**src/rtl/serial_adder_pkg.sv**
```systemverilog
// Shared definitions for the bit-serial adder: state encoding, default width
// and the bit-counter sizing helper.
package serial_adder_pkg;

    localparam int DEFAULT_WIDTH = 8;

    typedef enum logic [1:0] {
        IDLE  = 2'b00,
        SHIFT = 2'b01,
        DONE  = 2'b10
    } state_t;

    // One spare bit so the counter never wraps before it reaches WIDTH-1.
    function automatic int cnt_width(input int width);
        return $clog2(width) + 1;
    endfunction

endpackage

```
**src/rtl/Full_Adder_Gate.sv**
```systemverilog
// Gate-level one-bit full-adder cell used as the serial adder's bit slice.
module Full_Adder_Gate (
    input  logic a,
    input  logic b,
    input  logic cin,
    output logic sum,
    output logic cout
);

    logic prop;
    logic gen;
    logic prop_c;

    assign prop   = a ^ b;
    assign gen    = a & b;
    assign prop_c = prop & cin;
    assign sum    = prop ^ cin;
    assign cout   = gen | prop_c;

endmodule

```
**src/rtl/serial_adder.sv**
```systemverilog
// Bit-serial adder: captures a/b/cin, adds one bit per cycle LSB first through
// a single full-adder cell, then holds {cout,sum} until downstream accepts it.
//
// state | meaning
// IDLE  | ready for a new operand set
// SHIFT | one bit added per cycle, WIDTH cycles
// DONE  | result presented, waiting for out_ready
module serial_adder
    import serial_adder_pkg::*;
#(
    parameter int WIDTH = DEFAULT_WIDTH
) (
    input  logic             clk,
    input  logic             rst_n,
    input  logic             in_valid,
    output logic             in_ready,
    input  logic [WIDTH-1:0] a,
    input  logic [WIDTH-1:0] b,
    input  logic             cin,
    output logic             out_valid,
    input  logic             out_ready,
    output logic [WIDTH-1:0] sum,
    output logic             cout,
    output logic             busy
);

    localparam int CW = cnt_width(WIDTH);
    localparam logic [CW-1:0] LAST_BIT = CW'(WIDTH - 1);

    state_t          state;
    state_t          state_nx;
    logic            run_q;
    logic [WIDTH-1:0] a_sr;
    logic [WIDTH-1:0] b_sr;
    logic [WIDTH-1:0] sum_sr;
    logic            carry_q;
    logic [CW-1:0]   cnt;

    logic            accept;
    logic            last_bit;
    logic            fa_sum;
    logic            fa_cout;

    Full_Adder_Gate u_fa (
        .a    (a_sr[0]),
        .b    (b_sr[0]),
        .cin  (carry_q),
        .sum  (fa_sum),
        .cout (fa_cout)
    );

    // run_q keeps in_ready low on every cycle that follows a reset edge.
    assign in_ready  = run_q && (state == IDLE);
    assign accept    = in_valid && in_ready;
    assign last_bit  = (cnt == LAST_BIT);
    assign out_valid = (state == DONE);
    assign busy      = (state == SHIFT) || (state == DONE);
    assign sum       = sum_sr;
    assign cout      = carry_q;

    always_ff @(posedge clk) begin
        if (!rst_n) begin
            state <= IDLE;
            run_q <= 1'b0;
        end else begin
            state <= state_nx;
            run_q <= 1'b1;
        end
    end

    always_comb begin
        state_nx = state;
        case (state)
            IDLE: begin
                if (accept) begin
                    state_nx = SHIFT;
                end
            end
            SHIFT: begin
                if (last_bit) begin
                    state_nx = DONE;
                end
            end
            DONE: begin
                if (out_ready) begin
                    state_nx = IDLE;
                end
            end
            default: begin
                state_nx = IDLE;
            end
        endcase
    end

    always_ff @(posedge clk) begin
        if (!rst_n) begin
            a_sr    <= '0;
            b_sr    <= '0;
            sum_sr  <= '0;
            carry_q <= 1'b0;
            cnt     <= '0;
        end else begin
            case (state)
                IDLE: begin
                    if (accept) begin
                        a_sr    <= a;
                        b_sr    <= b;
                        carry_q <= cin;
                        cnt     <= '0;
                    end
                end
                SHIFT: begin
                    // Sum bits enter at the MSB so bit 0 lands in place after WIDTH shifts.
                    sum_sr  <= {fa_sum, sum_sr[WIDTH-1:1]};
                    a_sr    <= a_sr >> 1;
                    b_sr    <= b_sr >> 1;
                    carry_q <= fa_cout;
                    cnt     <= cnt + CW'(1);
                end
                default: begin
                end
            endcase
        end
    end

endmodule

```
**config.mk**
```make
export PLATFORM = sky130hd
export DESIGN_NAME = serial_adder
export DESIGN_NICKNAME = d
export VERILOG_FILES = /design/src/rtl/serial_adder_pkg.sv /design/src/rtl/Full_Adder_Gate.sv /design/src/rtl/serial_adder.sv
export SDC_FILE = /design/constraint.sdc
export NUM_CORES = 1
export LEC_CHECK = 0
export BUFFER_PORTS_ARGS = -buffer_cell sky130_fd_sc_hd__buf_2
export CELL_PAD_IN_SITES_DETAIL_PLACEMENT = 0
export CELL_PAD_IN_SITES_GLOBAL_PLACEMENT = 1
export CORE_MARGIN = 3
export CORE_UTILIZATION = 36
export CTS_CLUSTER_SIZE = 30
export DETAILED_ROUTE_END_ITERATION = 8
export PLACE_DENSITY = 0.77
export SLEW_MARGIN = 20
export SYNTH_ARGS = -nofsm -noshare
export SYNTH_HDL_FRONTEND = slang
export SYNTH_SLANG_ARGS = --single-unit
```
**constraint.sdc**
```tcl
create_clock -name clk -period 1.43 [get_ports clk]
set_input_delay 0.286 -clock clk [delete_from_list [all_inputs] [get_ports clk]]
set_output_delay 0.286 -clock clk [all_outputs]
set_load 0.05 [all_outputs]
```
### Word-level counts from Yosys, hierarchy flattened

Index checks and enable logic that the tools add are counted.

* register bits after elaboration: 32
* output and inout bits: 12
* word-level logic and storage cells: 39

* bitwise logic cells: 5
* reductions and logical operators: 7
* equal/unequal tests: 6
* multiplexer cells: 13
* add/sub/neg operators: 1

Operators with widths (count)
* one-hot mux 8 bit (2 select lines): 2
* 2-to-1 mux 8 bit: 2
* one-hot mux 4 bit (2 select lines): 1
* 2-to-1 mux 2 bit: 3
* one-hot mux 2 bit (3 select lines): 1
* adder 4 x 1 -> 4 bit (second input constant): 1
* equality test 4 x 3 -> 1 bit (second input constant): 1
* 2-to-1 mux 4 bit: 1
* inequality test 2 bit (second input constant): 2
* AND reduction 3 bit: 1
* bitwise AND 1 bit: 2
* equality test 2 x 1 -> 1 bit (second input constant): 1
* equality test 2 bit (second input constant): 1
* logical AND 1 bit: 2
* logical NOT 2 bit: 1
* 2-to-1 mux 1 bit: 2
* inequality test 2 x 1 -> 1 bit (second input constant): 1
* one-hot mux 1 bit (2 select lines): 1
* AND reduction 2 bit: 1
* nonzero test 2 bit: 1
* bitwise XOR 1 bit: 2
* logical OR 1 bit: 1
* bitwise OR 1 bit: 1

### Depth between registers and ports, before layout

* depth after elaboration: 5
* mapped depth: 7
* gate-level depth less buffers: 5

### Modules after synthesis

From an unflattened synthesis, not the netlist that was laid out.

* cells, all modules: 149
* area, all modules: 1545.2 um2

By module, submodules not included
* serial_adder: cells an instance 148, instances 1, area an instance 1525.2 um2
* Full_Adder_Gate: cells an instance 1, instances 1, area an instance 20.0 um2

### Worst setup path after synthesis

Ideal clock, no wire load.

* path kind: register to register
* start: register state[0]
* end: register state[0]
* clock period less this slack: 1.520 ns
* slack: -0.090 ns
* data arrival time: 1.449 ns
* cell stages (with the launch flop): 6
* path through: dfxtp_1 > inv_1 > ha_1 > nor2b_1 > a211oi_1 > mux2i_1

RTL lines
* start, declared: line serial_adder.sv:30 `state_t state;`
* start signal, assigned: line serial_adder.sv:66 `state <= state_nx;`
* equality test 2 bit *
* net out_valid: line serial_adder.sv:20 `output logic out_valid,`
* inequality test 2 x 1 -> 1 bit (no line)
* AND reduction 3 bit (no line)

The timed path passes the listed nets; every way through them passes the cells marked *.
A chain may end at the register's enable or synchronous reset.

### Worst setup path after layout

* start: register state[1]
* end: output port in_ready

* longest elaborated chain between the ends: 2

Ends and longest elaborated chain
* logical NOT 2 bit: line serial_adder.sv:53 `assign in_ready = run_q && (state == IDLE);`
* logical AND 1 bit: line serial_adder.sv:53
* end, declared: line serial_adder.sv:16 `output logic in_ready,`

No other way between the ends.

==> flow_metrics.tcl <==
set metrics [dict create \
    finalPower_w 0.00304 \
    rsz0062_at_grt "true" \
    core_um2 3830 \
    h-tree-depth 2 \
    seqPwrFrac 0.366 \
    syn-num-nets 177 \
    synth-seq-area-share 0.432 \
    antenna_found_initial 0 \
    numPortBuffers 32 \
    rrSetupSlack_ns 0 \
    die_y_um 70.2 \
    start_util 0.388 \
    p_sw_frac 0.346 \
    grt_start_max_net_pins 29 \
    route.detailed.drc 0 \
    fin_skew_ns 0.00431 \
    status "finished with violations" \
    ctsRootBufferMaster "clkbuf_8" \
    io_pins 33 \
    gp_congestion 0.827 \
    dp_hpwl_um 2450 \
    drt_iter0_drc 29 \
    leakage_nw 0.784 \
    powerDensity_nw_per_um2 1580 \
    gr-total-overflow 0 \
    finalSetupViolations 1 \
    hold_viol 0 \
    path_clk_slew_ns 0.07 \
    cts_inserted_buffers 5 \
    grtUsageTotal 0.141 \
    clk_latency_ns 0.28 \
    grt_pass1_vias 1219 \
    clockBufferDepth 2 \
    routedWlPerCell_um 14.3 \
    synth-seq-cells 32 \
    drive_above_1_share 0.363 \
    period_minus_slack_ns 1.44 \
    crit_arrival_ns 1.16 \
    ir_worst_vdd_v 0.000764 \
    crit_required_ns 1.14 \
    violations "setup timing" \
    finish.utilization 0.502 \
    p_int_w 0.00199 \
    ys_warn_count 0 \
    synth_area_um2 1480 \
    critPathLaunchType "flop" \
    max_freq_mhz 694 \
    slew-limit-headroom 0.664 \
    die-area_um2 4920 \
    power_frac_comb 0.401 \
    finalCritPeriodShare 1.01 \
    drt_wl_total_um 3410 \
    cp-end-kind "output pin" \
    diodes 0 \
    avgViaCountPerCell 5.21 \
    drv_cap 0 \
    drt_first_pass_iters 4 \
    criticalPathCategory "flop to output pin" \
    num_rows 22 \
    syn_area_per_cell_um2 9.88 \
    vias 1240 \
    grt_pass1_wl_um 5620 \
    cts_num_sinks 32 \
    tightest_slew_ns 0.503 \
    yosysUniqueCellTypes 31 \
    cts_hold_buf 0 \
    pre_cts_slack_ns -0.114 \
    ant_nets 0 \
    areaGrowthSynthToFinish_pct 29.6 \
    die_w_um 70.2 \
    synth_cells 150 \
    slew_viol_final 0 \
    finalSetupTns_ns -0.0118 \
    timing.final.ws_setup_ns -0.0118 \
    p_clk_frac 0.233 \
    cp_max_fo 8 \
    worstHoldPathType "primary input to flop" \
    nets 216 \
    cts_tree "yes" \
    netSwitchingPower_w 0.00105 \
]
-- synthesized netlist by cell type --
cell type  number  area, um2
buf_2           5       25.0
and2_2          1       7.51
nand2b_2        1       8.76
nor3_1         15       75.1
a32oi_1         2       17.5
nor2_1         10       37.5
ha_1            5       62.6
mux2i_1        24        240
a21bo_2         1       10.0
nor2b_1         3       18.8
buf_1           1       3.75
inv_2           1       3.75
clkbuf_1        1       3.75
fa_1            1       20.0
nand3b_1        2       15.0
dfxtp_1        32        641
a21boi_1        1       7.51
o311a_1         1       10.0
nand3_1         7       35.0
and4b_1         1       10.0
buf_4           3       22.5
o22ai_1         1       6.26
and3_1          1       6.26
inv_1           2       7.51
a31oi_1         1       6.26
and2b_4         1       10.0
a211oi_1       16        120
o31ai_1         1       7.51
or4b_1          1       10.0
nand2_1         5       18.8
a21oi_1         3       15.0
-- through the flow --
step           hold slack [ns]  cell area, um2  cells
2_1_floorplan            0.314            1500    150
5_1_grt                  0.222            1920    238
3_5_place_dp             0.491            1730    228
4_1_cts                  0.216            1860    237
6_report                 0.218            1920    238
3_3_place_gp             0.460            1730    228
-- sequential cells by signal, indices dropped and copies added (netlist names) --
| register | flops |
|---|---|
| a_sr | 8 |
| b_sr | 8 |
| state | 2 |
| cnt | 4 |
| run_q | 1 |
| cout | 1 |
| sum | 8 |
-- path summary, 6_finish.rpt --
kind,start,cells after the start,to
max,state[1],4,in_ready
max reg2reg,state[0],5,cnt[3]
min reg2reg,sum[0],2,sum[0]
min,rst_n,1,run_q
-- cell usage in the layout, fill, tap and decap left out, drive strengths merged, types with 2 or more instances in the layout --
cell type / instances
inv: 3
nand3: 7
a32oi: 2
nor2b: 3
nand2: 5
dfxtp: 32
a21oi: 3
nor3: 15
nand3b: 2
ha: 5
mux2i: 24
nor2: 10
buf: 42
clkbuf: 7
a211oi: 16
-- cell type report --
type,instances,area [um2]
fill,354,1900
multi-input combinational,105,846
sequential,32,644
timing repair buffer,42,262
clock buffer,7,86.3
tap,48,60.1
inverter,3,16.3
clock inverter,1,7.51
-- power groups by stage --
stage	Clock (W)	Sequential, W	Combinational, W
after floorplan	0	0.00115	0.000800
after global placement	0	0.00112	0.00102
after detailed placement	0	0.00113	0.00106
after CTS	0.000727	0.00111	0.00114
after global routing	0.000773	0.00113	0.00133
final	0.000709	0.00111	0.00122
-- timing repair --
item	4_1_cts	5_1_grt
endpoints found under the hold margin	0	0
endpoints found under the setup margin	28	20
setup buffers	1	1
gates resized for setup	10	13
pin swaps	2	1
-- worst max-delay path, stage by stage (launching register included) --
cell     delay [ns]
dfxtp_2        0.33
inv_4          0.08
ha_4           0.17
and2_4         0.15
buf_8          0.14
-- routing by layer --
layer  part of all wire  vias to the layer above  wire, um  GRT usage
met1               0.45                      579      1540      0.179
met4             0.0035                        0        12     0.0447
met2               0.49                       29      1660      0.231
li1                   -                      630         -          -
met5                  0                        -         0          0
met3              0.057                        2       193     0.0417
-- cells by family after synthesis --
group | share of synthesized area
multiplexers | 0.162
AND/OR/NAND/NOR | 0.170
buffers and inverters | 0.0447
adder cells (fa/ha/maj) | 0.0557
flip-flops | 0.432
AO/OA/AOI/OAI | 0.135
No activity file was read; power rests on OpenSTA's default activity.
